**src/rtl/keypad_pkg.sv**
```systemverilog
// Shared types and constants for the matrix keypad scanner.
// State encoding, 4x4 hex code table and key-code width helper.
package keypad_pkg;

   typedef enum logic [1:0] {
      SCAN,
      DEBOUNCE,
      HELD,
      RELEASE
   } state_t;

   localparam logic [3:0] HEX_TABLE [4][4] = '{
      '{4'h1, 4'h2, 4'h3, 4'hA},
      '{4'h4, 4'h5, 4'h6, 4'hB},
      '{4'h7, 4'h8, 4'h9, 4'hC},
      '{4'hE, 4'h0, 4'hF, 4'hD}
   };

   function automatic int key_width(input int rows, input int cols);
      int w;
      w = $clog2(rows * cols);
      return (w < 4) ? 4 : w;
   endfunction

   function automatic logic [3:0] hex_code(input int row, input int col);
      logic [1:0] r;
      logic [1:0] c;
      r = row[1:0];
      c = col[1:0];
      return HEX_TABLE[r][c];
   endfunction

endpackage

```
**src/rtl/keypad_scanner_sync_2ff.sv**
```systemverilog
// Two-flop synchroniser for asynchronous level inputs.
// Resets to all-zero so no stale input survives reset.
module sync_2ff #(
   parameter int WIDTH = 1
) (
   input  logic             i_clk,
   input  logic             i_rst_n,
   input  logic [WIDTH-1:0] i_d,
   output logic [WIDTH-1:0] o_q
);

   logic [WIDTH-1:0] r_meta;
   logic [WIDTH-1:0] r_sync;

   always_ff @(posedge i_clk or negedge i_rst_n) begin
      if (!i_rst_n) begin
         r_meta <= '0;
         r_sync <= '0;
      end else begin
         r_meta <= i_d;
         r_sync <= r_meta;
      end
   end

   assign o_q = r_sync;

endmodule

```
**src/rtl/keypad_scanner.sv**
```systemverilog
// Matrix keypad scanner: row drive, column debounce and one
// registered key event per accepted press on a valid/ready port.
module keypad_scanner
   import keypad_pkg::*;
#(
   parameter int ROWS            = 4,
   parameter int COLS            = 4,
   parameter int SCAN_CYCLES     = 4,
   parameter int DEBOUNCE_CYCLES = 8,
   parameter int HEX_MAP         = 1
) (
   input  logic                                i_clk,
   input  logic                                i_rst_n,
   input  logic [COLS-1:0]                     i_cols,
   output logic [ROWS-1:0]                     o_rows,
   output logic                                o_key_valid,
   output logic [key_width(ROWS, COLS)-1:0]    o_key_code,
   input  logic                                i_key_ready,
   output logic                                o_key_held,
   output logic                                o_overflow
);

   localparam int KW = key_width(ROWS, COLS);
   localparam int RW = (ROWS > 1) ? $clog2(ROWS) : 1;
   localparam int CW = (COLS > 1) ? $clog2(COLS) : 1;
   localparam int SW = $clog2(SCAN_CYCLES);
   localparam int DW = $clog2(DEBOUNCE_CYCLES + 1);

   localparam logic [RW-1:0]   ROW_LAST  = RW'(ROWS - 1);
   localparam logic [SW-1:0]   SLOT_LAST = SW'(SCAN_CYCLES - 1);
   localparam logic [DW-1:0]   DB_DONE   = DW'(DEBOUNCE_CYCLES);
   localparam logic [ROWS-1:0] ROW0      = ROWS'(1);
   localparam logic [COLS-1:0] COL0      = COLS'(1);

   state_t          r_state;
   state_t          w_state;
   logic [RW-1:0]   r_row;
   logic [RW-1:0]   w_row;
   logic [CW-1:0]   r_col;
   logic [CW-1:0]   w_col;
   logic [SW-1:0]   r_slot;
   logic [SW-1:0]   w_slot;
   logic [DW-1:0]   r_db;
   logic [DW-1:0]   w_db;
   logic [DW-1:0]   r_rel;
   logic [DW-1:0]   w_rel;
   logic [ROWS-1:0] r_rows;
   logic            r_valid;
   logic            w_valid;
   logic [KW-1:0]   r_code;
   logic [KW-1:0]   w_code_nxt;
   logic            r_ovf;
   logic            w_ovf;

   logic [COLS-1:0] w_cs;
   logic [COLS-1:0] w_col_oh;
   logic [CW-1:0]   w_hit_col;
   logic            w_one_hot;
   logic [RW-1:0]   w_row_adv;
   logic            w_accept;
   logic [KW-1:0]   w_code;

   generate
      if (HEX_MAP != 0) begin : g_hex
         if (ROWS != 4 || COLS != 4) begin : g_bad
            $error("HEX_MAP=1 requires a 4x4 keypad");
         end
         assign w_code = KW'(hex_code(int'(r_row), int'(r_col)));
      end else begin : g_raw
         assign w_code = KW'(r_row) * KW'(COLS) + KW'(r_col);
      end
   endgenerate

   sync_2ff #(
      .WIDTH (COLS)
   ) u_sync (
      .i_clk   (i_clk),
      .i_rst_n (i_rst_n),
      .i_d     (i_cols),
      .o_q     (w_cs)
   );

   // Exactly-one-column test; the index is only used when it holds
   assign w_one_hot = (w_cs != '0) && ((w_cs & (w_cs - COL0)) == '0);
   assign w_col_oh  = COL0 << r_col;
   assign w_row_adv = (r_row == ROW_LAST) ? '0 : r_row + RW'(1);

   always_comb begin
      w_hit_col = '0;
      for (int i = 0; i < COLS; i++) begin
         if (w_cs[i]) w_hit_col = CW'(i);
      end
   end

   always_comb begin
      w_state  = r_state;
      w_row    = r_row;
      w_col    = r_col;
      w_slot   = r_slot;
      w_db     = r_db;
      w_rel    = r_rel;
      w_accept = 1'b0;
      unique case (r_state)
         SCAN: begin
            if (r_slot == SLOT_LAST) begin
               w_slot = '0;
               if (w_one_hot) begin
                  w_col   = w_hit_col;
                  w_db    = '0;
                  w_state = DEBOUNCE;
               end else begin
                  w_row = w_row_adv;
               end
            end else begin
               w_slot = r_slot + SW'(1);
            end
         end
         DEBOUNCE: begin
            if (r_db == DB_DONE) begin
               w_accept = 1'b1;
               w_rel    = '0;
               w_state  = HELD;
            end else if (w_cs == w_col_oh) begin
               w_db = r_db + DW'(1);
            end else begin
               w_slot  = '0;
               w_state = SCAN;
            end
         end
         HELD: begin
            if (r_rel == DB_DONE) begin
               w_state = RELEASE;
            end else if (!w_cs[r_col]) begin
               w_rel = r_rel + DW'(1);
            end else begin
               w_rel = '0;
            end
         end
         RELEASE: begin
            w_row   = w_row_adv;
            w_slot  = '0;
            w_state = SCAN;
         end
         default: w_state = SCAN;
      endcase
   end

   // A handshake in the accept clock frees the slot for the new event
   always_comb begin
      w_valid    = r_valid;
      w_code_nxt = r_code;
      w_ovf      = 1'b0;
      if (w_accept) begin
         if (!r_valid || i_key_ready) begin
            w_valid    = 1'b1;
            w_code_nxt = w_code;
         end else begin
            w_ovf = 1'b1;
         end
      end else if (r_valid && i_key_ready) begin
         w_valid = 1'b0;
      end
   end

   always_ff @(posedge i_clk or negedge i_rst_n) begin
      if (!i_rst_n) begin
         r_state <= SCAN;
         r_row   <= '0;
         r_col   <= '0;
         r_slot  <= '0;
         r_db    <= '0;
         r_rel   <= '0;
         r_rows  <= ROW0;
         r_valid <= 1'b0;
         r_code  <= '0;
         r_ovf   <= 1'b0;
      end else begin
         r_state <= w_state;
         r_row   <= w_row;
         r_col   <= w_col;
         r_slot  <= w_slot;
         r_db    <= w_db;
         r_rel   <= w_rel;
         r_rows  <= ROW0 << w_row;
         r_valid <= w_valid;
         r_code  <= w_code_nxt;
         r_ovf   <= w_ovf;
      end
   end

   assign o_rows      = r_rows;
   assign o_key_valid = r_valid;
   assign o_key_code  = r_code;
   assign o_key_held  = (r_state == HELD);
   assign o_overflow  = r_ovf;

endmodule

```
**config.mk**
```make
export PLATFORM = sky130hd
export DESIGN_NAME = keypad_scanner
export DESIGN_NICKNAME = d
export VERILOG_FILES = /design/src/rtl/keypad_pkg.sv /design/src/rtl/keypad_scanner_sync_2ff.sv /design/src/rtl/keypad_scanner.sv
export SDC_FILE = /design/constraint.sdc
export NUM_CORES = 1
export LEC_CHECK = 0
export CAP_MARGIN = 0
export CORE_ASPECT_RATIO = 1.25
export CORE_MARGIN = 5
export CORE_UTILIZATION = 54
export CTS_CLUSTER_SIZE = 14
export DETAILED_ROUTE_END_ITERATION = 8
export GPL_TIMING_DRIVEN = 0
export PLACE_DENSITY_LB_ADDON = 0.05
export RECOVER_POWER = 100
export SLEW_MARGIN = 15
export SYNTH_ARGS = -nofsm -noshare
export SYNTH_HDL_FRONTEND = slang
export SYNTH_SLANG_ARGS = --single-unit
```
**constraint.sdc**
```tcl
create_clock -name i_clk -period 2.07 [get_ports i_clk]
set_clock_uncertainty 0.1 [all_clocks]
set_input_delay 0.414 -clock i_clk [delete_from_list [all_inputs] [get_ports i_clk]]
set_output_delay 0.414 -clock i_clk [all_outputs]
set_load 0.005 [all_outputs]
```
# ---- Word level (Yosys, flattened, before mapping)
# Cells that the tools add are included.
dict set report classes {
  n_shift 2
  n_bitwise 3
  add_sub_neg 5
  reduce_logical 18
  n_eq_ne 18
  n_lt_le_gt_ge 3
  n_mux 40
}
# operator n
set op_table {}
lappend op_table {{$mux 4} 9}
lappend op_table {{$bmux 16 s2} 1}
lappend op_table {{$mux 16} 2}
lappend op_table {{$mux 2} 12}
lappend op_table {{$pmux 4 s2} 2}
lappend op_table {{$ne 2x2->1 const B} 7}
lappend op_table {{$mux 1} 9}
lappend op_table {{$reduce_and 3->1} 3}
lappend op_table {{$add 4x1->4 const B} 2}
lappend op_table {{$bmux 4 s2} 1}
lappend op_table {{$eq 2x2->1 const B} 4}
lappend op_table {{$eq 4x4->1 const B} 2}
lappend op_table {{$pmux 2 s4} 1}
lappend op_table {{$shl 1x2->4 const A} 2}
lappend op_table {{$ge 3x3->1 const B} 2}
lappend op_table {{$not 2->3} 2}
lappend op_table {{$pmux 2 s3} 1}
lappend op_table {{$reduce_bool 2->1} 3}
lappend op_table {{$reduce_and 5->1} 1}
lappend op_table {{$add 2x1->2 const B} 2}
lappend op_table {{$and 4x4->4} 1}
lappend op_table {{$eq 4x4->1} 1}
lappend op_table {{$logic_not 4->1} 1}
lappend op_table {{$ne 2x1->1 const B} 2}
lappend op_table {{14 further kinds} 16}
dict set report word_totals {
  inputBits 7
  ff_bits 34
  output_inout_bits 11
  elab_cells 101
}

# ---- Longest topological paths before layout
# Gate-level depths: netlist of run 1.
dict set report logic_depth {
  word_depth 8
  depth_mapped 7
}

# ---- Modules after synthesis
# A second synthesis of run 1 with hierarchy kept.
dict set report unflattened {
  cells_unflattened 178
  hier_area_um2 1903.1
}
# mod area_per_inst_um2 n_inst seq_area_each_um2 cells_per_inst
set modules_own_cells {}
lappend modules_own_cells {keypad_scanner 1702.9 1 651.9 170}
lappend modules_own_cells {sync_2ff 200.2 1 200.2 8}

# ---- Least setup slack after synthesis of run 1
# OpenSTA, ideal clock, no wires.
dict set report synth_path {
  path_type {reg2reg}
  from {reg r_db[0]}
  to {reg r_slot[0]}
  arrival_time_ns 1.605
  required_ns 1.845
  setup_ns 0.125
  path_stages_with_launch 7
  n_path_buf 0
  synth_period_minus_slack_ns 1.830
  path_slack_ns 0.240
  cell_sequence {dfrtp_1 > inv_1 > ha_1 > and3b_1 > and2_1 > or3_4 > mux2_4}
}
dict set report synth_between {
  elab_chain_len 3
}
# element line_no
set synth_rtl {}
lappend synth_rtl {{start: declaration} keypad_scanner.sv:43} ;# logic [DW-1:0] r_db;
lappend synth_rtl {{start signal: assignment} keypad_scanner.sv:182} ;# r_db <= w_db;
lappend synth_rtl {{$eq 4x4->1} keypad_scanner.sv:119} ;# if (r_db == DB_DONE) begin
lappend synth_rtl {{$ne 2x2->1 (no line)} --}
lappend synth_rtl {{$reduce_and 3->1 (no line)} --}
lappend synth_rtl {{end signal: assignment} keypad_scanner.sv:181} ;# r_slot <= w_slot;
lappend synth_rtl {{end: declaration} keypad_scanner.sv:41} ;# logic [SW-1:0] r_slot;
# Every way passes these cells.
# A chain may end at the register's enable or synchronous reset.

# ---- Worst setup path in the final report of run 1
# Ends and elaborated chain as after synthesis.

==> results of run 1 <==
-- registers in the layout (all words and copies together), names as in the netlist, named ones only --
| register | count |
|---|---|
| u_sync.r_meta | 4 |
| r_db | 4 |
| r_rel | 4 |
| r_state | 1 |
| o_key_valid | 1 |
| u_sync.o_q | 4 |
| r_slot | 2 |
| r_col | 2 |
| o_overflow | 1 |
| o_key_code | 4 |
| o_rows | 4 |
| r_row | 2 |
-- timing repair --
item	CTS	global route
resized for setup	3	8
cloned	0	0
buffers inserted	0	1
endpoints found under the setup margin	1	10
-- critical path, stage by stage, from the launching register on --
cell and delay (ps):
sky130_fd_sc_hd__dfrtp_1 390, sky130_fd_sc_hd__inv_1 90, sky130_fd_sc_hd__ha_1 190, sky130_fd_sc_hd__and3b_1 230, sky130_fd_sc_hd__and2_1 210, sky130_fd_sc_hd__or3_4 380, sky130_fd_sc_hd__mux2_4 300
-- synth_stat cells (2+ instances only) --
master,number,area share (%)
sky130_fd_sc_hd__a211oi_1,4,1.6
sky130_fd_sc_hd__a21oi_1,10,2.7
sky130_fd_sc_hd__a31oi_1,2,0.67
sky130_fd_sc_hd__and2_1,2,0.67
sky130_fd_sc_hd__and3_1,2,0.67
sky130_fd_sc_hd__and3b_1,2,0.93
sky130_fd_sc_hd__clkbuf_1,2,0.40
sky130_fd_sc_hd__dfrtp_1,33,44
sky130_fd_sc_hd__ha_1,15,10
sky130_fd_sc_hd__inv_1,16,3.2
sky130_fd_sc_hd__mux2i_1,5,2.7
sky130_fd_sc_hd__nand2_1,16,3.2
sky130_fd_sc_hd__nand2b_1,5,1.7
sky130_fd_sc_hd__nand3_1,2,0.53
sky130_fd_sc_hd__nand4_1,2,0.67
sky130_fd_sc_hd__nor2_1,11,2.2
sky130_fd_sc_hd__nor2b_1,3,1.0
sky130_fd_sc_hd__nor3_1,4,1.1
sky130_fd_sc_hd__nor4b_1,2,0.93
sky130_fd_sc_hd__o21ai_0,15,4.0
sky130_fd_sc_hd__xor2_1,2,0.93
-- kinds of logic (layout without fill, tap and decap cells) --
group,Yosys count,count (layout),synth area share [%]
XOR/XNOR,2,2,0.933
adder cells (fa/ha/maj),15,15,9.99
AO/OA/AOI/OAI,45,45,15.7
flip-flops,34,34,45.4
multiplexers,8,8,5.46
AND/OR/NAND/NOR,59,59,18.1
buffers and inverters,20,46,4.46
-- routing by layer --
layer / vias to the layer above / GRT usage, %
li1: 697 / -
met1: 689 / 20.0
met2: 24 / 28.7
met3: 8 / 4.44
met4: 0 / 8.28
met5: - / 0
-- layout make-up --
class,count,area [um2]
clock buffer,7,86.3
clock inverter,1,5.00
tap,39,48.8
fill,270,1200
inverter,16,60.1
timing repair buffer,18,173
buffer,4,23.8
multi-input combinational,129,975
sequential,34,853
-- where the power goes --
part	switching [uW]	internal (uW)	leakage, uW	total (uW)
clock network	237	268	0.0000482	505
logic	445	339	0.000576	784
registers	94.0	771	0.000442	865
total	776	1380	0.00107	2150
-- through the flow --
| step | setup TNS, ps | utilization [%] | setup slack (ps) | instances | area, um2 |
|---|---|---|---|---|---|
| 6_report | 0 | 65.0 | 61.1 | 248 | 2220 |
| 5_1_grt | 0 | 65.0 | 1.52 | 248 | 2220 |
| 4_1_cts | 0 | 64.1 | 34.6 | 247 | 2200 |
| 3_5_place_dp | 0 | 61.1 | 104 | 239 | 2090 |
| 3_3_place_gp | -5900 | 61.3 | -180 | 239 | 2100 |
| 2_1_floorplan | 0 | - | 240 | 183 | 1880 |
-- cells in the final DEF, fill, tap and decap left out, drive strengths merged, types with 5 or more instances in the layout --
master        n
ha           15
mux2i         5
a21oi        10
nand2b        5
inv          16
dlygate4sd3  14
dfrtp        33
o21ai        16
nor2         11
clkbuf       10
nand2        16
-- worst max-delay path by stage --
stage / end / slack, ps / start
finish: r_slot[0]$_DFFE_PN0P_ / 60 / r_db[0]$_DFFE_PN0P_
global route: flop / 2 / u_sync.o_q[3]$_DFF_PN0_
CTS: o_key_held / 30 / r_state[0]$_DFFE_PN0P_
detailed placement: r_slot[0]$_DFFE_PN0P_ / 100 / r_db[0]$_DFFE_PN0P_
global placement: o_key_code[0]$_DFFE_PN0P_ / -180 / i_rst_n
floorplan: r_slot[0]$_DFFE_PN0P_ / 240 / r_db[0]$_DFFE_PN0P_
==> flow_metrics.py, run 1 <==
metrics = {
    "timing": {
        "hold_ws_ps": 124,
        "slew_headroom_pct": 43.3,
        "finalHoldViolations": 0,
        "worst-slew-pin-transition_ps": 851,
        "slew_viol_final": 0,
        "finalCriticalPeriod_ps": 2010,
        "grt_setup_unrepaired": "no",
        "layout_worst_path_cycle_share_pct": 97.0,
        "maxClockFrequency_mhz": 498,
        "final-setup-viol-count": 0,
    },
    "drt": {
        "detailedRoute.firstIterationViolations": 64,
        "drt_pre_antenna_iters": 4,
        "route.met2.wl_um": 1930,
        "dr_total_vias": 1418,
        "route.top_layer_used": "met4",
        "remaining_drc_errors": 0,
        "antenna_violating_nets_post_route": 0,
        "via_per_inst": 5.72,
        "routedLengthMet1_um": 1630,
        "drt_wl_total_um": 3780,
        "avgRoutedWirePerCell_um": 15.2,
        "detailed_routed_wire_length_on_met3_um": 133,
    },
    "clock_tree": {
        "insertion_delay_to_the_later_sink_of_the_worst_skew_pair_ps": 290,
        "htree_levels": 2,
        "number_of_sinks_handled_by_clock_tree_synthesis": 34,
        "hold_buffers": 0,
        "path_clk_slew_ps": 70,
        "clk_root_buffer_cell": "sky130_fd_sc_hd__clkbuf_8",
        "cts_made_buffers": 5,
        "max-clock-path-buffers": 2,
        "cts_tree": "done",
    },
    "job": {
        "max_cap_violations": 0,
    },
    "worst_setup_path": {
        "reg2reg_to": "r_slot[0]$_DFFE_PN0P_",
        "timing.critical_path.arrival_ps": 2080,
        "critical_path.startpoint_type": "flop",
        "cp-end-kind": "flop",
        "cp.required_ps": 2150,
        "number_of_cells_on_the_worst_reg_to_reg_path": 6,
        "reg2reg_setup_slack_ps": 60,
        "critical_path.max_fanout": 4,
        "crit_type": "flop to flop",
        "r2r-start": "r_db[0]$_DFFE_PN0P_",
    },
    "synthesis": {
        "yosys_register_bits": 34,
        "share_of_flip_flops_with_an_asynchronous_set_or_reset_after_synthesis_pct": 100,
        "yosysUniqueCellTypes": 49,
        "synth_edf_count": 0,
        "ys_warn_count": 0,
        "syn_area_per_cell_um2": 10.3,
        "synthesis.instances": 183,
        "synth-main-ff-cell": "sky130_fd_sc_hd__dfrtp_1",
        "mappedNetlistArea_mm2": 0.00188,
        "net_count_synth": 205,
        "synth-seq-area-share_pct": 45.4,
    },
    "place": {
        "final_hpwl_dp_um": 2770,
        "buffer_ports.inserted": 17,
        "place_congestion": 0.843,
    },
    "floorplan": {
        "chipWidth_um": 62.7,
        "floorplan.die_area_mm2": 0.00476,
        "rows": 24,
        "design.portCount": 18,
        "dieHeight_um": 75.9,
        "coreArea_mm2": 0.00342,
        "initial_utilization_pct": 54.9,
    },
    "layout": {
        "finish.net_count": 230,
        "layout-drive-gt1-share_pct": 13.4,
        "syn_to_layout_area_delta_pct": 18.5,
        "insertedDiodeCount": 0,
    },
    "global_routing": {
        "first_global_vias": 1434,
        "maximum_number_of_pins_on_one_net_before_global_route_repair": 35,
        "grt.total_usage_pct": 17.1,
        "grt_overflow": 0,
        "grt_pass1_wl_um": 6520,
        "antenna_violations_before_repair": 0,
    },
    "power_and_ir_drop": {
        "static-leakage-power_uw": 0.00107,
        "cellPowerDensity_mw_per_mm2": 968,
        "p_total_uw": 2150,
        "peakVddDrop_uv": 672,
    },
    "outcome": {
        "status": "finished, final reports clean",
    },
    "hold_path": {
        "min_path_type": "input pin to asynchronous set/reset pin",
    },
}
No activity file was read; power rests on OpenSTA's default activity.
==> run 2, diff against run 1 <==
--- a/config.mk
+++ b/config.mk
@@ -12,9 +12,9 @@
 export CTS_CLUSTER_SIZE = 14
 export DETAILED_ROUTE_END_ITERATION = 8
 export GPL_TIMING_DRIVEN = 0
+export MAX_ROUTING_LAYER = met4
 export PLACE_DENSITY_LB_ADDON = 0.05
 export RECOVER_POWER = 100
-export SLEW_MARGIN = 15
 export SYNTH_ARGS = -nofsm -noshare
 export SYNTH_HDL_FRONTEND = slang
 export SYNTH_SLANG_ARGS = --single-unit
==> run 2 against run 1 <==
Net effect:
- flip-flop and latch count did not move
- critical path depth did not move
- critical endpoint unchanged
- wire length rose by 0.21%
- sequential share of layout area did not move
- largest power group unchanged
- first-iteration DRC count fell by 16%
- global-route usage rose by 0.48 points
- core utilization did not move
- count of clock-buffer cells in the layout did not move
- power barely moved
==> flow_metrics.py, run 2 (synthesized netlist as in run 1, its figures left out) <==
metrics = {
    "outcome": {
        "status": "finished, final reports clean",
    },
    "layout": {
        "syn_to_layout_area_delta_pct": 18.5,
        "layout.cells.most_common": "sky130_fd_sc_hd__dfrtp_1",
        "insertedDiodeCount": 0,
        "layout-drive-gt1-share_pct": 13.4,
        "final.fill_count": 270,
        "final_core_utilization_pct": 65.0,
        "area_used_by_multi_input_combinational_logic_um2": 975,
        "finish.net_count": 230,
        "seqCellArea_um2": 853,
        "instances_no_fill": 248,
        "mostFrequentLayoutCells": "32 x sky130_fd_sc_hd__dfrtp_1, 16 x sky130_fd_sc_hd__nand2_1, 15 x sky130_fd_sc_hd__inv_1, 15 x sky130_fd_sc_hd__o21ai_0",
    },
    "timing": {
        "slew_viol_final": 0,
        "finalCriticalPeriod_ps": 2010,
        "layout_worst_path_cycle_share_pct": 97.0,
        "grt_setup_unrepaired": "no",
        "worst-slew-pin-transition_ps": 851,
        "maxClockFrequency_mhz": 498,
        "final-setup-viol-count": 0,
        "slew_headroom_pct": 43.3,
        "finalHoldViolations": 0,
        "worst_slack_ps": 62.7,
    },
    "drt": {
        "antenna_violating_nets_post_route": 0,
        "drt_pre_antenna_iters": 6,
        "avgRoutedWirePerCell_um": 15.3,
        "remaining_drc_errors": 0,
        "detailedRoute.firstIterationViolations": 54,
        "drt_wl_total_um": 3790,
        "via_per_inst": 5.77,
        "dr_total_vias": 1431,
    },
    "place": {
        "final_hpwl_dp_um": 2770,
        "buffer_ports.inserted": 17,
        "place_ws_ps": 104,
        "place_congestion": 0.856,
        "post-place-cells": 239,
    },
    "floorplan": {
        "dieHeight_um": 75.9,
        "design.portCount": 18,
        "coreArea_mm2": 0.00342,
        "floorplan.die_area_mm2": 0.00476,
        "rows": 24,
        "initial_utilization_pct": 54.9,
        "chipWidth_um": 62.7,
    },
    "clock_tree": {
        "path_clk_slew_ps": 70,
        "htree_levels": 2,
        "cts_tree": "done",
        "max-clock-path-buffers": 2,
        "number_of_sinks_handled_by_clock_tree_synthesis": 34,
        "hold_buffers": 0,
        "insertion_delay_to_the_later_sink_of_the_worst_skew_pair_ps": 290,
        "clk_root_buffer_cell": "sky130_fd_sc_hd__clkbuf_8",
        "cts_made_buffers": 5,
    },
    "worst_setup_path": {
        "timing.critical_path.arrival_ps": 2080,
        "max_stage_delay_ps": 390,
        "critical_path.max_fanout": 4,
        "cpLargestDelayFamily": "simple AND/OR/NAND/NOR gates",
        "crit_chain": "inv_1, ha_1, and3b_1, and2_1, or3_4, mux2_4",
        "crit_type": "flop to flop",
        "cp.required_ps": 2150,
        "critical_path.startpoint_type": "flop",
        "cp-end-kind": "flop",
        "crit_path_slowest_cell": "sky130_fd_sc_hd__dfrtp_1",
        "worst-path-buf-inv": 1,
    },
    "power_and_ir_drop": {
        "power_switching_uw": 775,
        "static-leakage-power_uw": 0.00107,
        "internal_power_uw": 1380,
        "peakVddDrop_uv": 671,
        "seq_power_share_pct": 40.2,
        "p_clk_share_pct": 23.3,
        "cellPowerDensity_mw_per_mm2": 969,
        "power_switching_share_pct": 35.9,
        "p_comb_share_pct": 36.6,
    },
    "global_routing": {
        "grt.total_usage_pct": 17.6,
        "maximum_number_of_pins_on_one_net_before_global_route_repair": 35,
        "grt_overflow": 0,
        "grt_pass1_wl_um": 6520,
        "first_global_vias": 1432,
        "antenna_violations_before_repair": 0,
    },
    "hold_path": {
        "min_path_type": "input pin to asynchronous set/reset pin",
    },
    "job": {
        "max_cap_violations": 0,
    },
}
run 2: layout make-up:
cell class              count  area share (%)
multi-input cells         129            43.8
flip-flops and latches     34            38.4
repair buffers             18            7.76
clock buffers               7            3.88
inverters                  16            2.70
well taps                  39            2.19
plain buffers               4            1.07
clock inverters             1           0.225
run 2: power by group through the flow:
stage	Sequential (uW)	Clock, uW	Combinational, uW
after CTS	866	517	757
final	866	502	788
after floorplan	855	0	560
after global routing	883	558	900
after global placement	869	0	719
after detailed placement	876	0	748
run 2: what timing repair did:
action | CTS | global route
setup buffers | 0 | 1
resized for setup | 3 | 8
setup endpoints to repair | 1 | 10
run 2: per-stage QoR:
step           hold WS (ps)  setup TNS [ps]  cell area (um2)  power, uW
2_1_floorplan          18.4               0             1880       1420
3_3_place_gp            233           -5900             2100       1590
3_5_place_dp            243               0             2090       1620
4_1_cts                 116               0             2200       2140
5_1_grt                 201               0             2220       2340
6_report                127               0             2220       2160
run 2: path summary, 6_finish.rpt:
path / from / endpoint / slack [ps] / depth (start not counted)
min in group i_clk: u_sync.r_meta[2]$_DFF_PN0_ / u_sync.o_q[2]$_DFF_PN0_ / 250 / 0
hold reg to reg: u_sync.r_meta[2]$_DFF_PN0_ / u_sync.o_q[2]$_DFF_PN0_ / 250 / 0
setup / recovery: r_db[0]$_DFFE_PN0P_ / r_slot[0]$_DFFE_PN0P_ / 60 / 6
setup reg to reg: r_db[0]$_DFFE_PN0P_ / r_slot[0]$_DFFE_PN0P_ / 60 / 6
max in group asynchronous: i_rst_n / u_sync.o_q[0]$_DFF_PN0_ / 1160 / 1
hold / removal: i_rst_n / r_slot[0]$_DFFE_PN0P_ / 130 / 1
run 2: routing by layer:
| metal | routed length [um] | GRT usage [%] |
|---|---|---|
| met4 | 93 | 8.28 |
| met5 | 0 | - |
| met2 | 1940 | 28.9 |
| met3 | 152 | 4.44 |
| met1 | 1610 | 19.8 |
